===== config.mk =====
export PLATFORM = sky130hd
export DESIGN_NAME = input_streamer
export DESIGN_NICKNAME = d
export VERILOG_FILES = /design/src/rtl/hdc_pkg.sv /design/src/rtl/sync_fifo.sv /design/src/rtl/input_streamer.sv
export SDC_FILE = /design/constraint.sdc
export NUM_CORES = 1
export LEC_CHECK = 0
export CAP_MARGIN = 15
export CORE_MARGIN = 1.5
export CORE_UTILIZATION = 55
export CTS_CLUSTER_DIAMETER = 40
export DETAILED_ROUTE_END_ITERATION = 8
export PLACE_DENSITY = 0.75
export SLEW_MARGIN = 20
export SYNTH_ARGS = -nofsm -noshare
export SYNTH_HDL_FRONTEND = slang
export SYNTH_HIERARCHICAL = 1
export SYNTH_SLANG_ARGS = --single-unit

===== constraint.sdc =====
create_clock -name clk_i -period 4.1 [get_ports clk_i]
set_clock_uncertainty 0.1 [all_clocks]
set_input_delay 0.615 -clock clk_i [delete_from_list [all_inputs] [get_ports clk_i]]
set_output_delay 0.615 -clock clk_i [all_outputs]
set_load 0.02 [all_outputs]

===== src/rtl/hdc_pkg.sv =====
// ============================================================================
//  Module      : hdc_pkg
//  Description : Shared types and constants for the encoder input path.
//  Revision    : 1.0 - initial release
// ============================================================================
`default_nettype none

package hdc_pkg;

    localparam int DEFAULT_IN_WIDTH = 6;

    typedef enum logic [1:0] {
        ST_IDLE     = 2'd0,
        ST_STREAM   = 2'd1,
        ST_DONE     = 2'd2,
        ST_WAIT_END = 2'd3
    } stream_state_e;

endpackage : hdc_pkg

`default_nettype wire


===== src/rtl/sync_fifo.sv =====
// ============================================================================
//  Module      : sync_fifo
//  Description : Single-clock FIFO with flush, head shown combinationally.
//  Revision    : 1.0 - initial release
// ============================================================================
`default_nettype none

module sync_fifo #(
    parameter int DEPTH = 16,
    parameter int WIDTH = 7
) (
    input  logic                     clk_i,
    input  logic                     rst_ni,
    input  logic                     flush_i,
    input  logic                     push_i,
    input  logic                     pop_i,
    input  logic [WIDTH-1:0]         wdata_i,
    output logic [WIDTH-1:0]         rdata_o,
    output logic                     full_o,
    output logic                     empty_o,
    output logic [$clog2(DEPTH):0]   count_o
);

    localparam int                c_AW       = $clog2(DEPTH);
    localparam logic [c_AW:0]     c_FULL_CNT = (c_AW + 1)'(DEPTH);

    logic [WIDTH-1:0] r_mem [DEPTH];
    logic [c_AW-1:0]  r_wr_ptr;
    logic [c_AW-1:0]  r_rd_ptr;
    logic [c_AW:0]    r_count;
    logic             w_push;
    logic             w_pop;

    assign full_o  = (r_count == c_FULL_CNT);
    assign empty_o = (r_count == '0);
    assign count_o = r_count;
    assign rdata_o = r_mem[r_rd_ptr];

    // Guard against overflow/underflow even if the caller forgets to.
    assign w_push = push_i && !full_o && !flush_i;
    assign w_pop  = pop_i && !empty_o && !flush_i;

    always_ff @(posedge clk_i) begin
        if (w_push) begin
            r_mem[r_wr_ptr] <= wdata_i;
        end
    end

    // Power-of-two depth lets the pointers wrap by natural overflow.
    always_ff @(posedge clk_i or negedge rst_ni) begin
        if (!rst_ni) begin
            r_wr_ptr <= '0;
            r_rd_ptr <= '0;
            r_count  <= '0;
        end else if (flush_i) begin
            r_wr_ptr <= '0;
            r_rd_ptr <= '0;
            r_count  <= '0;
        end else begin
            if (w_push) begin
                r_wr_ptr <= r_wr_ptr + 1'b1;
            end
            if (w_pop) begin
                r_rd_ptr <= r_rd_ptr + 1'b1;
            end
            case ({w_push, w_pop})
                2'b10:   r_count <= r_count + 1'b1;
                2'b01:   r_count <= r_count - 1'b1;
                default: r_count <= r_count;
            endcase
        end
    end

endmodule : sync_fifo

`default_nettype wire


===== src/rtl/input_streamer.sv =====
// ============================================================================
//  Module      : input_streamer
//  Description : Buffers framed samples and feeds them to the encoder,
//                pulsing input_done_o once per frame. Optional statistics
//                counters are enabled with INPUT_STREAMER_STATS_EN.
//  Revision    : 1.0 - initial release
// ============================================================================
`default_nettype none

module input_streamer
    import hdc_pkg::*;
#(
    parameter int FIFO_DEPTH = 16,
    parameter int DATA_WIDTH = DEFAULT_IN_WIDTH
) (
    input  logic                        clk_i,
    input  logic                        rst_ni,
    input  logic                        soft_reset_i,
    input  logic                        s_valid_i,
    output logic                        s_ready_o,
    input  logic [DATA_WIDTH-1:0]       s_data_i,
    input  logic                        s_last_i,
    input  logic                        running_i,
    output logic [DATA_WIDTH-1:0]       in_value_o,
    output logic                        in_valid_o,
    input  logic                        in_ready_i,
    output logic                        input_done_o,
    output logic [$clog2(FIFO_DEPTH):0] count_o
`ifdef INPUT_STREAMER_STATS_EN
    ,
    output logic [15:0]                 frame_cnt_o,
    output logic [15:0]                 stall_cnt_o
`endif
);

    stream_state_e         r_state;
    stream_state_e         w_state_nxt;
    logic                  w_full;
    logic                  w_empty;
    logic                  w_push;
    logic                  w_pop;
    logic [DATA_WIDTH:0]   w_head;
    logic                  w_head_last;

    sync_fifo #(
        .DEPTH   (FIFO_DEPTH),
        .WIDTH   (DATA_WIDTH + 1)
    ) u_fifo (
        .clk_i   (clk_i),
        .rst_ni  (rst_ni),
        .flush_i (soft_reset_i),
        .push_i  (w_push),
        .pop_i   (w_pop),
        .wdata_i ({s_last_i, s_data_i}),
        .rdata_o (w_head),
        .full_o  (w_full),
        .empty_o (w_empty),
        .count_o (count_o)
    );

    assign w_head_last  = w_head[DATA_WIDTH];
    assign in_value_o   = w_head[DATA_WIDTH-1:0];
    assign s_ready_o    = !w_full;
    assign w_push       = s_valid_i && s_ready_o;
    assign in_valid_o   = (r_state == ST_STREAM) && !w_empty && running_i;
    assign w_pop        = in_valid_o && in_ready_i;
    assign input_done_o = (r_state == ST_DONE);

    always_comb begin
        w_state_nxt = r_state;
        case (r_state)
            ST_IDLE: begin
                if (running_i) begin
                    w_state_nxt = ST_STREAM;
                end
            end
            ST_STREAM: begin
                // Losing running_i mid-frame parks in IDLE; the FIFO keeps its data.
                if (!running_i) begin
                    w_state_nxt = ST_IDLE;
                end else if (w_pop && w_head_last) begin
                    w_state_nxt = ST_DONE;
                end
            end
            ST_DONE: begin
                w_state_nxt = ST_WAIT_END;
            end
            ST_WAIT_END: begin
                if (!running_i) begin
                    w_state_nxt = ST_IDLE;
                end
            end
            default: begin
                w_state_nxt = ST_IDLE;
            end
        endcase
    end

    always_ff @(posedge clk_i or negedge rst_ni) begin
        if (!rst_ni) begin
            r_state <= ST_IDLE;
        end else if (soft_reset_i) begin
            r_state <= ST_IDLE;
        end else begin
            r_state <= w_state_nxt;
        end
    end

`ifdef INPUT_STREAMER_STATS_EN
    logic [15:0] r_frame_cnt;
    logic [15:0] r_stall_cnt;
    logic        w_stall;

    assign w_stall     = (r_state == ST_STREAM) && !w_empty && !in_ready_i;
    assign frame_cnt_o = r_frame_cnt;
    assign stall_cnt_o = r_stall_cnt;

    // Frame count wraps; stall count saturates.
    always_ff @(posedge clk_i or negedge rst_ni) begin
        if (!rst_ni) begin
            r_frame_cnt <= '0;
            r_stall_cnt <= '0;
        end else if (soft_reset_i) begin
            r_frame_cnt <= '0;
            r_stall_cnt <= '0;
        end else begin
            if (r_state == ST_DONE) begin
                r_frame_cnt <= r_frame_cnt + 1'b1;
            end
            if (w_stall && (r_stall_cnt != 16'hFFFF)) begin
                r_stall_cnt <= r_stall_cnt + 1'b1;
            end
        end
    end
`else
    // Statistics counters are not built in this configuration.
`endif

endmodule : input_streamer

`default_nettype wire


# After elaboration in Yosys (flattened, before gate mapping)
# Memory sizes are Yosys's and may differ from the RTL's.
# Index checks and enable logic that the tools add are counted.
# word_totals
reg_bits,15
ram_bits,112
in_bits,13
word_cells,50
memories,1
# classes
addsub,4
eq_ne,9
mux,14
reduce_logical,18
# memory_table
memory,words,width,read_ports,rd_ports_with_merged_regs,wr,line,source
u_fifo.r_mem,16,7,1,0,1,sync_fifo.sv:27,logic [WIDTH-1:0] r_mem [DEPTH];
# op_table
cell,n
$mux W4,4
$mux W2,5
$pmux W5 S2,1
$logic_and A1 B1 Y1,9
$add A4 B1 Y4 const B,2
$pmux W2 S4,1
$eq A2 B2 Y1 const B,3
$ne A3 B3 Y1 const B,2
$add A5 B1 Y5 const B,1
$eq A5 B5 Y1 const B,1
$logic_not A5 Y1,1
$mux W5,1
$sub A5 B1 Y5 const B,1
$eq A2 B1 Y1 const B,2
$ne A4 B3 Y1 const B,1
$reduce_bool A2 Y1,2
$logic_not A1 Y1,3
$reduce_and A3 Y1,1
$reduce_bool A3 Y1,1
$logic_not A2 Y1,1
$mux W1,2

# Depth between registers and ports, before layout
# logic_depth
word_depth,10
ltp_mapped,14
mapped_depth_nobuf,13

# Cells and area by module
# Netlist, hierarchy kept.
# by_module_without_submodules
module,n_inst,cells_each,area_per_inst_um2,seq_area_each_um2
sync_fifo,1,326,5245.0,3688.5
input_streamer,1,14,135.1,50.0

# Worst setup path before layout
# Ideal clock, no wire load.
# synth_path
path_type,flip-flop to flip-flop
startpoint,"register u_fifo.r_count[1], in the netlist u_fifo/count_o[1]"
endpoint,"register u_fifo.r_count[3], in the netlist u_fifo/count_o[3]"
setup_time_ps,125
arrival_ps,3137
path_slack_ps,738
path_stages_with_launch,15
n_path_buf,1
cell_sequence,dfrtp_1 or4_1 buf_2 nor2_1 and4bb_1 and2_1 o21a_1 nand2_1 inv_1 ha_1 a21o_1 a21oi_1 xor2_1 nor2_1 mux2_2
# synth_between
elab_chain_cells,10
word_cells_on_any_way,19
# synth_lines
item,line,source
from (decl),sync_fifo.sv:30,logic [c_AW:0] r_count;
from (signal assigned),sync_fifo.sv:67,2'b10: r_count <= r_count + 1'b1;
from (signal assigned),sync_fifo.sv:68,2'b01: r_count <= r_count - 1'b1;
from (signal assigned),sync_fifo.sv:69,default: r_count <= r_count;
$logic_not A5 Y1 *,sync_fifo.sv:35,assign empty_o = (r_count == '0);
named net w_empty,input_streamer.sv:39,logic w_empty;
$logic_not A1 Y1 *,input_streamer.sv:65,assign in_valid_o = (r_state == ST_STREAM) && !w_empty && running_i;
$logic_and A1 B1 Y1 * (2 in a row),input_streamer.sv:65,
named net in_valid_o,input_streamer.sv:25,"output logic in_valid_o,"
$logic_and A1 B1 Y1 *,input_streamer.sv:66,assign w_pop = in_valid_o && in_ready_i;
named net w_pop,input_streamer.sv:41,logic w_pop;
$logic_and A1 B1 Y1 * (2 in a row),sync_fifo.sv:41,assign w_pop = pop_i && !empty_o && !flush_i;
$eq A2 B1 Y1 or $eq A2 B2 Y1 (tied branches),sync_fifo.sv:66,"case ({w_push, w_pop})"
$pmux W5 S2,sync_fifo.sv:66,
$mux W5,sync_fifo.sv:55,end else if (flush_i) begin
# Mark *: on every way through the listed nets, which the timed path passes. The rest lies on a longest branch.
# A chain may end at the register's enable or synchronous reset.

# Worst setup path in the final report
# layout_path
startpoint,register u_fifo.r_rd_ptr[0]
endpoint,output in_value_o[5]
# layout_between
elab_chain_cells,1
# layout_lines
item,line,source
from (decl),sync_fifo.sv:29,logic [c_AW-1:0] r_rd_ptr;
from (signal assigned),sync_fifo.sv:64,r_rd_ptr <= r_rd_ptr + 1'b1;
$mem_v2 Z16 W7,--,
to (decl),input_streamer.sv:24,"output logic [DATA_WIDTH-1:0] in_value_o,"
# Every way passes these cells.

==> results.ini <==
[final_layout]
area_delta_synth_final_pct = 19.5
nFillCells = 652
drive_gt1_frac = 0.191
final_net_count = 406
utilization = 0.686
num_antenna_cells = 0
instances_no_fill = 526

[route]
finalWirelength_mm = 10.7
antenna_left = 0
wire_per_inst_um = 20.4
via_count = 3080
drtIter0Drc = 207
via_per_inst = 5.86
drc_errors = 0
drt_pre_antenna_iters = 5

[sta]
tns_ps = 0
period_needed_ps = 3610
tightest_slew_ps = 763
final_hold_viol_count = 0
finalMaxSlewViolations = 0
rsz0062_at_grt = no
finalSetupViolCount = 0
fmax_mhz = 277
hold_ws_ps = 439
relSlewSlack = 0.489
min_period_over_period = 0.880

[critical_path]
cp-end-kind = output pin
required_ps = 3380
critical_path_class = register to output pin
arrival_ps = 2890
reg2reg_slack_ps = 520
path_max_fanout = 18
cp-start-kind = register

[floorplan]
rows = 35
die-width_um = 102
coreArea_mm2 = 0.00937
initial_utilization = 0.574
num_io_pins = 27
die_h_um = 102
die_area_mm2 = 0.0104

[clock_tree]
clk_latency_ps = 520
cts_hold_buf = 0
cts_inserted_buffers = 17
clock-sinks = 127
post_cts_buffers = 0
cts_tree = yes
cts-root-buf = clkbuf_8
htree_levels = 4
cts_resized = 0
clock_path_buffers = 2
clk_pin_slew_ps = 60

[placement]
place_inst = 494
dp_hpwl_mm = 6.87
place.gp.congestion = 0.854
io_buffers = 26

[synthesis]
yosysWarnings = 6
yosysSeqAreaShare = 0.695
synthCells = 340
yosys-top-cells-count = edfxtp_1, nor2_1, mux2i_1
synth_top_area_cell = edfxtp_1
ys_seq_elements = 127
synth_ff_type = edfxtp_1
synth_cell_types = 41
synth_edf_count = 112
syn_area_per_cell_um2 = 15.8
yosysMostFrequentCell = edfxtp_1
synth_top_area_frac = 0.625
synthArstFlopShare = 0.118
synthTopCellsByArea = edfxtp_1, dfrtp_1, mux4_2
synthesis.nets = 362
synth_area_mm2 = 0.00538

[job]
max_cap_violations = 0

[grt]
grt_usage = 0.229
grt_first_pass_wirelength_mm = 16.9
grt_start_max_net_pins = 20
antenna_found_initial = 0
grt_pass1_vias = 3074
globalRouteOverflowTotal = 0

[outcome]
status = finished, final reports clean

[hold_path]
hold_path_class = input port to async pin

[power_and_ir_drop]
ir_drop_mv = 0.316
power.density_mw_per_mm2 = 498
p_leak_nw = 2.17

-- final cells by class --
cell class	count	area, um2	share of cell area
clock buffer	19	422	0.0656
tap	129	161	0.0251
clock inverter	13	165	0.0257
timing repair buffer	41	373	0.0580
multi-input combinational	190	1540	0.240
sequential	127	3740	0.582
inverter	7	26.3	0.00409
-- registers in the layout, summed over array words and instances (netlist names) --
signal	count
u_fifo/count_o	5
u_fifo/r_wr_ptr	4
u_fifo/r_mem	112
u_fifo/r_rd_ptr	4
r_state	2
-- placed cells by master, fill, tap and decap left out, types with 3 or more instances in the layout --
master,Yosys,routed
a21oi_1,13,13
a221oi_1,7,7
a22oi_1,7,7
and2_1,3,3
buf_4,2,15
bufinv_16,0,3
clkbuf_16,0,16
clkdlybuf4s50_1,0,26
clkinv_2,0,3
clkinv_4,0,5
dfrtp_1,15,14
edfxtp_1,112,112
ha_1,8,8
inv_1,7,7
mux2_2,12,12
mux2i_1,22,22
mux4_2,14,14
nand2_1,19,19
nor2_1,33,33
nor2b_1,5,5
o21ai_0,15,15
xor2_1,6,6
-- stage by stage --
stage / power [mW] / area [um2] / worst slack [ps]
floorplan: 1.65 / 5380 / 738
global placement: 1.74 / 5840 / 724
detailed placement: 1.75 / 5840 / 534
CTS: 3.22 / 6430 / 450
global route: 3.30 / 6430 / 239
finish: 3.20 / 6430 / 491
-- worst max-delay path: stages (launching register included) --
cell and delay, ps:
dfrtp_2 520, buf_4 390, mux4_2 600, a22oi_1 220, nand2_1 90, clkdlybuf4s50_1 550
-- power breakdown --
group | leakage (nW) | internal, mW | total, mW | switching (mW)
sequential | 1.21 | 1.43 | 1.46 | 0.0264
combinational | 0.677 | 0.120 | 0.269 | 0.149
clock | 0.286 | 0.928 | 1.47 | 0.543
-- cell families after synthesis --
family,synth area share
flip-flops,0.695
AND/OR/NAND/NOR,0.0630
AO/OA/AOI/OAI,0.0633
multiplexers,0.125
buffers and inverters,0.0188
adder cells (fa/ha/maj),0.0223
XOR/XNOR,0.0130
-- layer usage --
metal  track usage  share of wire  up-vias  wire length [um]
met4        0.0780          0.010        0               109
li1              -              -     1403                 -
met3        0.0540          0.051       12               548
met5             0              0        -                 0
met1         0.311           0.43     1561              4630
met2         0.368           0.51      104              5440
-- path summary, 6_finish.rpt --
kind / from / cells after the start / end
min in group clk_i: r_state[1] / 2 / r_state[0]
max in group asynchronous: rst_ni / 1 / u_fifo/r_rd_ptr[0]
worst min-delay path: rst_ni / 1 / r_state[0]
worst max register to register: u_fifo/count_o[1] / 13 / u_fifo/count_o[4]
worst max-delay path: u_fifo/r_rd_ptr[0] / 5 / in_value_o[5]
worst min register to register: r_state[1] / 2 / r_state[0]
Note: power is estimated with default switching activity, not from simulation.
